### src/rtl/video_line_packer_if.sv
// video_line_packer_if: raw pixel stream in and packed 128-bit word stream out.
interface video_line_packer_if;
  logic         vsync_in;
  logic         de_in;
  logic [15:0]  data_in;
  logic         out_valid;
  logic [127:0] out_data;
  logic         out_sof;
  logic         out_eol;
  logic         out_eof;
  modport master (
    input  vsync_in, de_in, data_in,
    output out_valid, out_data, out_sof, out_eol, out_eof
  );
  modport slave (
    output vsync_in, de_in, data_in,
    input  out_valid, out_data, out_sof, out_eol, out_eof
  );
endinterface

### src/rtl/video_line_packer.sv
// video_line_packer: frame-aligned capture of RGB565 pixels packed 8 per 128-bit word,
// every line padded to H_ACTIVE/8 words so frames land at fixed word offsets.
module video_line_packer #(
  parameter int H_ACTIVE = 1280,
  parameter int V_ACTIVE = 720
) (
  input  logic                       clk,
  input  logic                       rst_n,
  input  logic                       enable,
  video_line_packer_if.master        vif,
  output logic                       line_err,
  output logic                       frame_err,
  output logic [9:0]                 line_cnt
);
  localparam int WPL = H_ACTIVE / 8;
  localparam int PW = $clog2(H_ACTIVE + 1);
  localparam int WW = $clog2(WPL + 1);
  localparam logic [PW-1:0] H_W = PW'(H_ACTIVE);
  localparam logic [PW-1:0] P_ONE = PW'(1);
  localparam logic [WW-1:0] WPL_W = WW'(WPL);
  localparam logic [WW-1:0] W_LAST = WW'(WPL - 1);
  localparam logic [WW-1:0] W_ONE = WW'(1);
  localparam logic [9:0] V_LAST = 10'(V_ACTIVE - 1);
  typedef enum logic [1:0] {IDLE, WAIT_VS, ACTIVE, DONE} state_t;
  state_t state, state_nx;
  logic vs_q, de_q, pad, drop;
  logic [PW-1:0] pix_cnt;
  logic [WW-1:0] word_cnt;
  logic [127:0] lane_buf;
  logic de, de_rise, de_fall, vs_rise, vs_fall, act, start, enter, vs_abort;
  logic line_end, pad_now, pad_emit, line_done, store, over, last_lane, emit, err_rise;
  logic sof_c, eol_c, last_line;
  always_comb begin
    de = vif.de_in & ~vif.vsync_in;
    de_rise = de & ~de_q;
    de_fall = ~de & de_q;
    vs_rise = vif.vsync_in & ~vs_q;
    vs_fall = ~vif.vsync_in & vs_q;
    start = enable & (state == IDLE);
    enter = enable & (state == WAIT_VS) & vs_fall;
    vs_abort = enable & (state == ACTIVE) & vs_rise;
    act = enable & (state == ACTIVE) & ~vs_rise;
    line_end = act & de_fall & ~drop;
    pad_now = act & (pad | line_end);
    pad_emit = pad_now & (word_cnt < WPL_W);
    line_done = pad_now & (word_cnt == WPL_W);
    store = act & de & ~pad & ~drop & (pix_cnt < H_W);
    over = act & de & ~pad & ~drop & ~(pix_cnt < H_W);
    err_rise = act & pad & de_rise;
    last_lane = store & (pix_cnt[2:0] == 3'd7);
    emit = pad_emit | last_lane;
    last_line = line_cnt == V_LAST;
    sof_c = (line_cnt == 10'd0) & (word_cnt == '0);
    eol_c = word_cnt == W_LAST;
  end
  always_comb begin
    state_nx = state;
    case (state)
      IDLE:    state_nx = WAIT_VS;
      WAIT_VS: state_nx = vs_fall ? ACTIVE : WAIT_VS;
      ACTIVE:  state_nx = vs_rise ? WAIT_VS : (line_done & last_line) ? DONE : ACTIVE;
      DONE:    state_nx = vif.vsync_in ? WAIT_VS : DONE;
      default: state_nx = IDLE;
    endcase
    if (!enable) state_nx = IDLE;
  end
  always_ff @(posedge clk or negedge rst_n)
    if (!rst_n) state <= IDLE;
    else state <= state_nx;
  always_ff @(posedge clk or negedge rst_n)
    if (!rst_n) begin
      vs_q <= 1'b0;
      de_q <= 1'b0;
      pad <= 1'b0;
      drop <= 1'b0;
      pix_cnt <= '0;
      word_cnt <= '0;
      lane_buf <= '0;
      line_cnt <= '0;
      line_err <= 1'b0;
      frame_err <= 1'b0;
      vif.out_valid <= 1'b0;
      vif.out_data <= '0;
      vif.out_sof <= 1'b0;
      vif.out_eol <= 1'b0;
      vif.out_eof <= 1'b0;
    end else begin
      vs_q <= vif.vsync_in;
      de_q <= de;
      vif.out_valid <= emit;
      vif.out_sof <= emit & sof_c;
      vif.out_eol <= emit & eol_c;
      vif.out_eof <= emit & eol_c & last_line;
      if (emit) vif.out_data <= last_lane ? {vif.data_in, lane_buf[111:0]} : lane_buf;
      if (start) begin
        line_err <= 1'b0;
        frame_err <= 1'b0;
      end else begin
        if (over | err_rise | (line_end & (pix_cnt < H_W))) line_err <= 1'b1;
        if (vs_abort) frame_err <= 1'b1;
      end
      // outside ACTIVE the partial line is discarded; a line already under way at frame start is skipped
      if (!act) begin
        pix_cnt <= '0;
        word_cnt <= '0;
        lane_buf <= '0;
        pad <= 1'b0;
        drop <= enter & de;
        if (!enable | enter) line_cnt <= '0;
      end else begin
        if (store) pix_cnt <= pix_cnt + P_ONE;
        if (emit) begin
          word_cnt <= word_cnt + W_ONE;
          lane_buf <= '0;
        end else if (store) lane_buf[{pix_cnt[2:0], 4'b0} +: 16] <= vif.data_in;
        pad <= (pad | line_end) & ~line_done;
        drop <= de & (drop | err_rise);
        if (line_done) begin
          pix_cnt <= '0;
          word_cnt <= '0;
          line_cnt <= line_cnt + 10'd1;
        end
      end
    end
endmodule

### src/flat_wrapper.sv
// flat-port wrapper written by rule: the top's interface ports become plain ports
module video_line_packer_flat 
#(
  parameter int H_ACTIVE = 1280,
  parameter int V_ACTIVE = 720
)
  (clk, rst_n, enable, line_err, frame_err, line_cnt, vif_vsync_in, vif_de_in, vif_data_in, vif_out_valid, vif_out_data, vif_out_sof, vif_out_eol, vif_out_eof);
  video_line_packer_if vif_i ();
  input  logic clk;
  input  logic rst_n;
  input  logic enable;
  output logic line_err;
  output logic frame_err;
  output logic [9:0] line_cnt;
  input wire logic [$bits(vif_i.vsync_in)-1:0] vif_vsync_in;
  input wire logic [$bits(vif_i.de_in)-1:0] vif_de_in;
  input wire logic [$bits(vif_i.data_in)-1:0] vif_data_in;
  output wire logic [$bits(vif_i.out_valid)-1:0] vif_out_valid;
  output wire logic [$bits(vif_i.out_data)-1:0] vif_out_data;
  output wire logic [$bits(vif_i.out_sof)-1:0] vif_out_sof;
  output wire logic [$bits(vif_i.out_eol)-1:0] vif_out_eol;
  output wire logic [$bits(vif_i.out_eof)-1:0] vif_out_eof;
  assign vif_i.vsync_in = vif_vsync_in;
  assign vif_i.de_in = vif_de_in;
  assign vif_i.data_in = vif_data_in;
  assign vif_out_valid = vif_i.out_valid;
  assign vif_out_data = vif_i.out_data;
  assign vif_out_sof = vif_i.out_sof;
  assign vif_out_eol = vif_i.out_eol;
  assign vif_out_eof = vif_i.out_eof;
  video_line_packer #(.H_ACTIVE(H_ACTIVE), .V_ACTIVE(V_ACTIVE)) u_core (.clk(clk), .rst_n(rst_n), .enable(enable), .vif(vif_i), .line_err(line_err), .frame_err(frame_err), .line_cnt(line_cnt));
endmodule
### config.mk
export PLATFORM = sky130hd
export DESIGN_NAME = video_line_packer_flat
export DESIGN_NICKNAME = d
export VERILOG_FILES = /design/src/rtl/video_line_packer_if.sv /design/src/rtl/video_line_packer.sv /design/src/flat_wrapper.sv
export SDC_FILE = /design/constraint.sdc
export NUM_CORES = 1
export LEC_CHECK = 0
export CAP_MARGIN = 20
export CORE_AREA = 8 8 150 187
export DETAILED_ROUTE_END_ITERATION = 12
export DIE_AREA = 0 0 158 195
export PLACE_DENSITY = 0.72
export SYNTH_ARGS = -nofsm -noshare
export SYNTH_HDL_FRONTEND = slang
export SYNTH_SLANG_ARGS = --single-unit
### constraint.sdc
create_clock -name clk -period 3.4 [get_ports clk]
set_input_delay 0.51 -clock clk [delete_from_list [all_inputs] [get_ports clk]]
set_output_delay 0.51 -clock clk [all_outputs]
set_load 0.03 [all_outputs]
==> results of run 1 <==
## worst max-delay path: stages, from the launching register on
cell and delay, ns:
dfrtp_1 0.45, ha_1 0.23, ha_1 0.15, or3b_2 0.48, nor4_4 0.28, a31oi_4 0.09
inv_4 0.31, buf_12 0.33, nand2_1 0.11, nand2_1 0.08
## stage by stage
stage               setup WS (ns)  area, sq um  hold WS, ns
floorplan                   1.035        12370       0.2144
global placement           0.5724        14350       0.4489
detailed placement         0.5254        14350       0.4548
CTS                        0.7397        15390      0.05376
global route               0.5796        15390      0.07644
finish                     0.7308        15390      0.01949
## cells in the final DEF (no fill, tap or decap), types with 13 or more instances in the layout
cell	count
clkbuf_16	29
nor2_1	147
inv_1	13
nand3_1	13
o21ai_0	14
nand2_1	388
buf_4	14
dfrtp_1	297
clkdlybuf4s50_1	163
mux2i_1	130
a22oi_1	16
a21oi_1	16
## flip-flops by register name, summed over array words and instances, names as in the netlist
signal / count
u_core.vif.out_eof: 1
u_core.vif.out_valid: 1
u_core.vif.out_eol: 1
u_core.drop: 1
u_core.line_cnt: 10
u_core.de_q: 1
u_core.pad: 1
u_core.line_err: 1
u_core.vs_q: 1
u_core.vif.out_sof: 1
u_core.lane_buf: 128
u_core.state: 2
u_core.pix_cnt: 11
u_core.frame_err: 1
u_core.vif.out_data: 128
u_core.word_cnt: 8
## metal layers
layer	share of wire, %	track usage, %	up-vias	wire [um]
met5	0	0	-	0
met3	4.8	2.961	50	1542
met2	50	35.56	218	16050
li1	-	-	4235	-
met4	2.8	6.405	0	886
met1	42	27.57	4533	13630
## power groups by stage
| stage | registers [mW] | logic (mW) | clock network (mW) |
|---|---|---|---|
| floorplan | 3.62 | 0.0658 | 0 |
| global placement | 3.61 | 0.223 | 0 |
| detailed placement | 3.61 | 0.225 | 0 |
| CTS | 3.55 | 0.225 | 3.49 |
| global route | 3.55 | 0.241 | 3.63 |
| finish | 3.55 | 0.219 | 3.44 |
## worst max-delay path by stage
stage | from | endpoint | slack (ns) | depth (start not counted)
after global routing | u_core.pix_cnt[1]$_DFFE_PN0P_ | u_core.vif.out_data[100]$_DFFE_PN0P_ | 0.58 | 9
after CTS | u_core.pix_cnt[1]$_DFFE_PN0P_ | u_core.vif.out_data[64]$_DFFE_PN0P_ | 0.74 | 9
after floorplan | u_core.pix_cnt[0]$_DFFE_PN0P_ | u_core.word_cnt[6]$_DFFE_PN0P_ | 1.04 | 8
final | u_core.pix_cnt[1]$_DFFE_PN0P_ | u_core.vif.out_data[64]$_DFFE_PN0P_ | 0.73 | 9
after global placement | enable | u_core.lane_buf[59]$_DFFE_PN0P_ | 0.57 | 7
after detailed placement | enable | u_core.lane_buf[58]$_DFFE_PN0P_ | 0.53 | 7
## layout make-up
type                       count  area share (%)
inverter                      14          0.3577
clock inverter                11           1.049
clock buffer                  41           5.723
tap                          335           2.723
multi-input combinational    827           29.44
sequential                   297           48.29
timing repair buffer         186           12.42
## cell families after synthesis
family          synth area share (%)
mux                            10.52
simple gates                   20.99
xor+xnor                      0.7078
flops                          60.06
fa+ha+maj                     0.8089
buf+inv                        3.559
compound gates                 3.357
==> out/results.tsv, run 1 <==
stage	metric	value	unit
logic_synthesis	synth warn	0	
route	# DRC	0	
logic_synthesis	synth top area cells	dfrtp_1 (60%), nand2_1 (12%), mux2i_1 (11%)	
critical_path	WS Path Type	reg -> reg	
logic_synthesis	Seq cells post-synth	297	
grt	overall routing resource usage	21.05	%
grt	largest net degree at the start of global routing	101	
pwr	Leak Pwr	7.496	nW
clocking	# hold bufs at CTS	0	
pwr	Pint	5.694	mW
pwr	clock share of power	47.8	%
grt	total congestion overflow	0	
timing	Worst-Margin Slew	0.9869	ns
route	drt total wl	32110	um
floorplan	Initial Util	49.40	%
route	DR iter-0 viols	668	
finish	Layout fillers	2158	
clocking	CTS max path bufs	3	
floorplan	area of the core	0.02505	sq mm
critical_path	Reg-to-Reg Start	u_core.pix_cnt[1]$_DFFE_PN0P_	
pwr	Logic pwr share	3.0	%
critical_path	r2r worst-path depth	9	
placement	IO buf count	164	
timing	Final Cycle Share	78.51	%
finish	Layout Area Growth over Synthesis	24.38	%
timing	setup_tns	0	ns
critical_path	reg2reg end	u_core.vif.out_data[64]$_DFFE_PN0P_	
route	first drt pass iteration count	5	
pwr	Pwr Density	468.4	mW/mm^2
finish	multi-input combinational cell area	0.004531	sq mm
logic_synthesis	EDFF count, synth	0	
clocking	TritonCTS clock tree	yes	
placement	Placed Cells	1659	
finish	fin util	61.44	%
placement	gpl congestion	0.8090	
min_path	HP Class	in -> async	
run	MaxCap Viol Count	0	
logic_synthesis	Post-synth top cells	nand2_1 (389), dfrtp_1 (297), nor2_1 (147)	
pwr	overall power	7.209	mW
timing	RSZ-0062 raised after global routing	false	
placement	Detail Placement HPWL	20490	um
floorplan	io pins	165	
grt	initial antenna violation count	0	
clocking	Setup Buffers After CTS	0	
floorplan	die footprint	0.03081	sq mm
clocking	CTS sink cnt	297	
run_status	outcome	complete, no violations	
pwr	Switching Fraction	21.01	%
floorplan	die height	195	um
timing	fmax	0.3746	GHz
timing	Slew HR	33.65	%
pwr	sw power	1.515	mW
floorplan	Rows	65	
timing	Clock Skew	0.01166	ns
logic_synthesis	Synth Area per Inst	10.18	sq um
clocking	Root Buffer	clkbuf_16	
timing	pins over their slew limit	0	
critical_path	R2R Setup Slk	0.73	ns
clocking	Skew-Pair Late Insertion Delay	0.54	ns
timing	Final setup viols	0	
critical_path	WP data arrival	3.14	ns
logic_synthesis	asr flop ratio synth	100.0	%
route	Avg WL per Cell	18.76	um
grt	global-route wire length before repair	51500	um
finish	Nets	1384	
logic_synthesis	Yosys top cell by area	dfrtp_1	
floorplan	Die Wd	158	um
clocking	CTS H-Tree Depth	1	
critical_path	Crit path required time	3.87	ns
grt	vias in the first global route	9235	
timing	Final Hold Vio Count	0	
pwr	Max IR drop VDD	0.3560	mV
clocking	Clock transition at path regs	0.06	ns
route	Final ANT Viol Nets	0	
critical_path	CP Max Fanout	70	
finish	# diodes	0	
logic_synthesis	Synth Flop Type	dfrtp_1	
logic_synthesis	Gate Count Post-Synth	1216	
critical_path	CP startpoint kind	flip-flop	
logic_synthesis	distinct cell type count after synthesis	56	
route	Vias/cell	5.281	
critical_path	Worst Setup End Kind	flip-flop	
timing	shortest period the worst path allows	2.669	ns
pwr	sequential share of power	49.2	%
finish	ratio of cells with drive above 1 in the final layout	6.468	%
route	DR vias	9036	
logic_synthesis	Synth Net Count	1245	
finish	storage element area	0.007432	sq mm
logic_synthesis	Mapped Area	0.01237	sq mm
clocking	CTS buffer count	29	
finish	fin cells	1711	
logic_synthesis	post-synth top area share	60.06	%
logic_synthesis	most frequent cell after synthesis	nand2_1	
clocking	# resized after CTS	0	
logic_synthesis	register area share after synthesis	60.06	%
Power figures use the tool's default switching activity.
==> run 2, diff against run 1 <==
--- a/config.mk
+++ b/config.mk
@@ -9,7 +9,7 @@
 export CORE_AREA = 8 8 150 187
 export DETAILED_ROUTE_END_ITERATION = 12
 export DIE_AREA = 0 0 158 195
-export PLACE_DENSITY = 0.72
+export PLACE_DENSITY = 0.75
 export SYNTH_ARGS = -nofsm -noshare
 export SYNTH_HDL_FRONTEND = slang
 export SYNTH_SLANG_ARGS = --single-unit
==> constraint.sdc (replaced) <==
create_clock -name clk -period 2.4 [get_ports clk]
set_input_delay 0.36 -clock clk [delete_from_list [all_inputs] [get_ports clk]]
set_output_delay 0.36 -clock clk [all_outputs]
set_load 0.03 [all_outputs]
==> run 2 against run 1 <==
Effect of this change: total power is 40% higher; clock skew shrank 0.0024 ns; via count is 6.4% higher; critical path type unchanged; core utilization up 3.9 points; non-clock buffer count grew 66; global-route usage grew 0.35 points; clock power up 36%; worst setup slack got worse by 0.69 ns.
==> out/results.tsv, run 2 (synthesis gave the netlist of run 1 again) <==
stage	metric	value	unit
run_status	outcome	complete, no violations	
route	DR iter-0 viols	673	
finish	Layout Area Growth over Synthesis	32.34	%
grt	largest net degree at the start of global routing	74	
finish	biggest regs	u_core.lane_buf x128, u_core.vif.out_data x128, u_core.pix_cnt x11	
timing	Slew HR	47.80	%
pwr	Max IR drop VDD	0.6496	mV
pwr	Pint	7.943	mW
finish	# diodes	0	
critical_path	R2R Setup Slk	0.04	ns
pwr	sw power	2.120	mW
clocking	Skew-Pair Late Insertion Delay	0.54	ns
pwr	Switching Fraction	21.06	%
grt	overall routing resource usage	21.40	%
critical_path	worst-path cell chain	ha_4 -> ha_4 -> or3b_4 -> nor4_4 -> a31oi_4 -> buf_6 -> buf_12 -> clkbuf_16 -> nand2_1 -> nand2_1	
floorplan	Die Wd	158	um
floorplan	Rows	65	
route	# DRC	0	
pwr	Pwr Density	614.5	mW/mm^2
timing	fmax	0.4236	GHz
critical_path	Crit path largest cell delay	0.40	ns
route	Vias/cell	5.412	
run	MaxCap Viol Count	0	
grt	global-route wire length before repair	52310	um
finish	Layout fillers	1959	
critical_path	Worst Setup End Kind	flip-flop	
critical_path	Buf/Inv on CP	3	
grt	vias in the first global route	9510	
pwr	clock share of power	46.5	%
floorplan	area of the core	0.02505	sq mm
critical_path	r2r worst-path depth	10	
pwr	sequential share of power	50.0	%
pwr	overall power	10.06	mW
critical_path	CP startpoint kind	flip-flop	
finish	most common cell after layout, fill and taps aside	nand2_1	
timing	RSZ-0062 raised after global routing	true	
clocking	CTS sink cnt	297	
pwr	Logic pwr share	3.6	%
floorplan	die height	195	um
critical_path	WP data arrival	2.79	ns
critical_path	delay-heaviest family, CP	simple AND/OR/NAND/NOR gates	
placement	Detail Placement HPWL	22000	um
floorplan	io pins	165	
timing	Clock Skew	0.009218	ns
placement	Placed Cells	1706	
clocking	TritonCTS clock tree	yes	
critical_path	Reg-to-Reg Start	u_core.pix_cnt[1]$_DFFE_PN0P_	
finish	ratio of cells with drive above 1 in the final layout	11.59	%
timing	pins over their slew limit	0	
timing	Final setup viols	0	
critical_path	Worst setup startpoint	u_core.pix_cnt[1]$_DFFE_PN0P_	
grt	initial antenna violation count	0	
clocking	CTS buffer count	30	
critical_path	CP Max Fanout	8	
timing	setup_tns	0	ns
timing	Final Cycle Share	98.35	%
route	first drt pass iteration count	5	
route	Final ANT Viol Nets	0	
finish	Nets	1452	
critical_path	reg2reg end	u_core.vif.out_data[97]$_DFFE_PN0P_	
placement	gpl congestion	0.8217	
placement	IO buf count	164	
clocking	CTS max path bufs	3	
finish	most frequent cells in the layout	nand2_1 (373), dfrtp_1 (297), clkdlybuf4s50_1 (163)	
timing	Worst-Margin Slew	0.7806	ns
critical_path	Crit path required time	2.83	ns
timing	shortest period the worst path allows	2.360	ns
clocking	Root Buffer	clkbuf_16	
floorplan	Initial Util	49.40	%
finish	fin cells	1776	
critical_path	Worst path slowest cell	dfrtp_1	
timing	Final Hold Vio Count	0	
pwr	Leak Pwr	7.962	nW
route	Avg WL per Cell	19.61	um
critical_path	WS Path Type	reg -> reg	
clocking	CTS H-Tree Depth	1	
clocking	Clock transition at path regs	0.06	ns
route	DR vias	9611	
min_path	HP Class	in -> async	
grt	total congestion overflow	0	
route	drt total wl	34830	um
floorplan	die footprint	0.03081	sq mm
run 2: how the worst max path moves through the flow:
stage                                                     end  depth (start not counted)  slack [ns]
after detailed placement      u_core.lane_buf[21]$_DFFE_PN0P_                          8       -0.04
after global placement        u_core.lane_buf[31]$_DFFE_PN0P_                          8        0.02
final                     u_core.vif.out_data[97]$_DFFE_PN0P_                         10        0.04
after CTS                     u_core.lane_buf[58]$_DFFE_PN0P_                          9       0.009
after global routing      u_core.vif.out_data[84]$_DFFE_PN0P_                         10       -0.04
after floorplan                u_core.word_cnt[6]$_DFFE_PN0P_                          8        0.04
run 2: worst register-to-register path: cells and delay by family, from the launching register on:
kind / cells / cell delay (ns)
and+or+nand+nor: 4 / 0.89
buffers and inverters: 3 / 0.52
DFF: 1 / 0.40
adders and majority gates: 2 / 0.31
AOI/OAI and AO/OA: 1 / 0.13
run 2: power groups by stage:
stage | registers [mW] | clock network (mW) | logic (mW)
finish | 5.03 | 4.68 | 0.359
global route | 5.03 | 4.95 | 0.386
CTS | 5.03 | 4.73 | 0.340
detailed placement | 5.12 | 0 | 0.338
global placement | 5.12 | 0 | 0.336
floorplan | 5.12 | 0 | 0.0933
run 2: layout make-up:
type | instances | area [sq um] | share of cell area [%]
Clock inverter | 6 | 107.6 | 0.6571
Inverter | 14 | 57.56 | 0.3515
Multi-Input combinational cell | 828 | 4651 | 28.40
Tap cell | 335 | 419.2 | 2.560
Clock buffer | 44 | 874.6 | 5.341
Timing Repair Buffer | 252 | 2834 | 17.31
Sequential cell | 297 | 7432 | 45.39
run 2: what timing repair did:
action                                 CTS  global route
setup buffers                            1             4
hold buffers                             1             0
endpoints found under the hold margin   47             0
setup endpoints to repair               28           233
pin swaps                                0            14
resized for setup                        0            42
gates cloned                             0            14
run 2: per-stage QoR:
step | setup slack (ns) | instance area, sq um | hold WS (ns) | util [%]
2_1_floorplan | 0.03513 | 12370 | 0.06441 | -
3_3_place_gp | 0.02419 | 14890 | 0.3047 | 59.44
3_5_place_dp | -0.03743 | 14890 | 0.3133 | 59.44
4_1_cts | 0.008976 | 15890 | 0.3660 | 63.43
5_1_grt | -0.04362 | 16380 | 0.3956 | 65.37
6_report | 0.03951 | 16380 | 0.3419 | 65.37
run 2: routing by layer:
metal / wire length [um] / GRT usage, % / part of all wire, % / up-vias
met5: 0 / 0 / 0 / -
met1: 14050 / 27.06 / 40 / 4874
met4: 931 / 6.440 / 2.7 / 0
li1: - / - / - / 4376
met3: 1986 / 2.740 / 5.7 / 58
met2: 17860 / 37.46 / 51 / 303
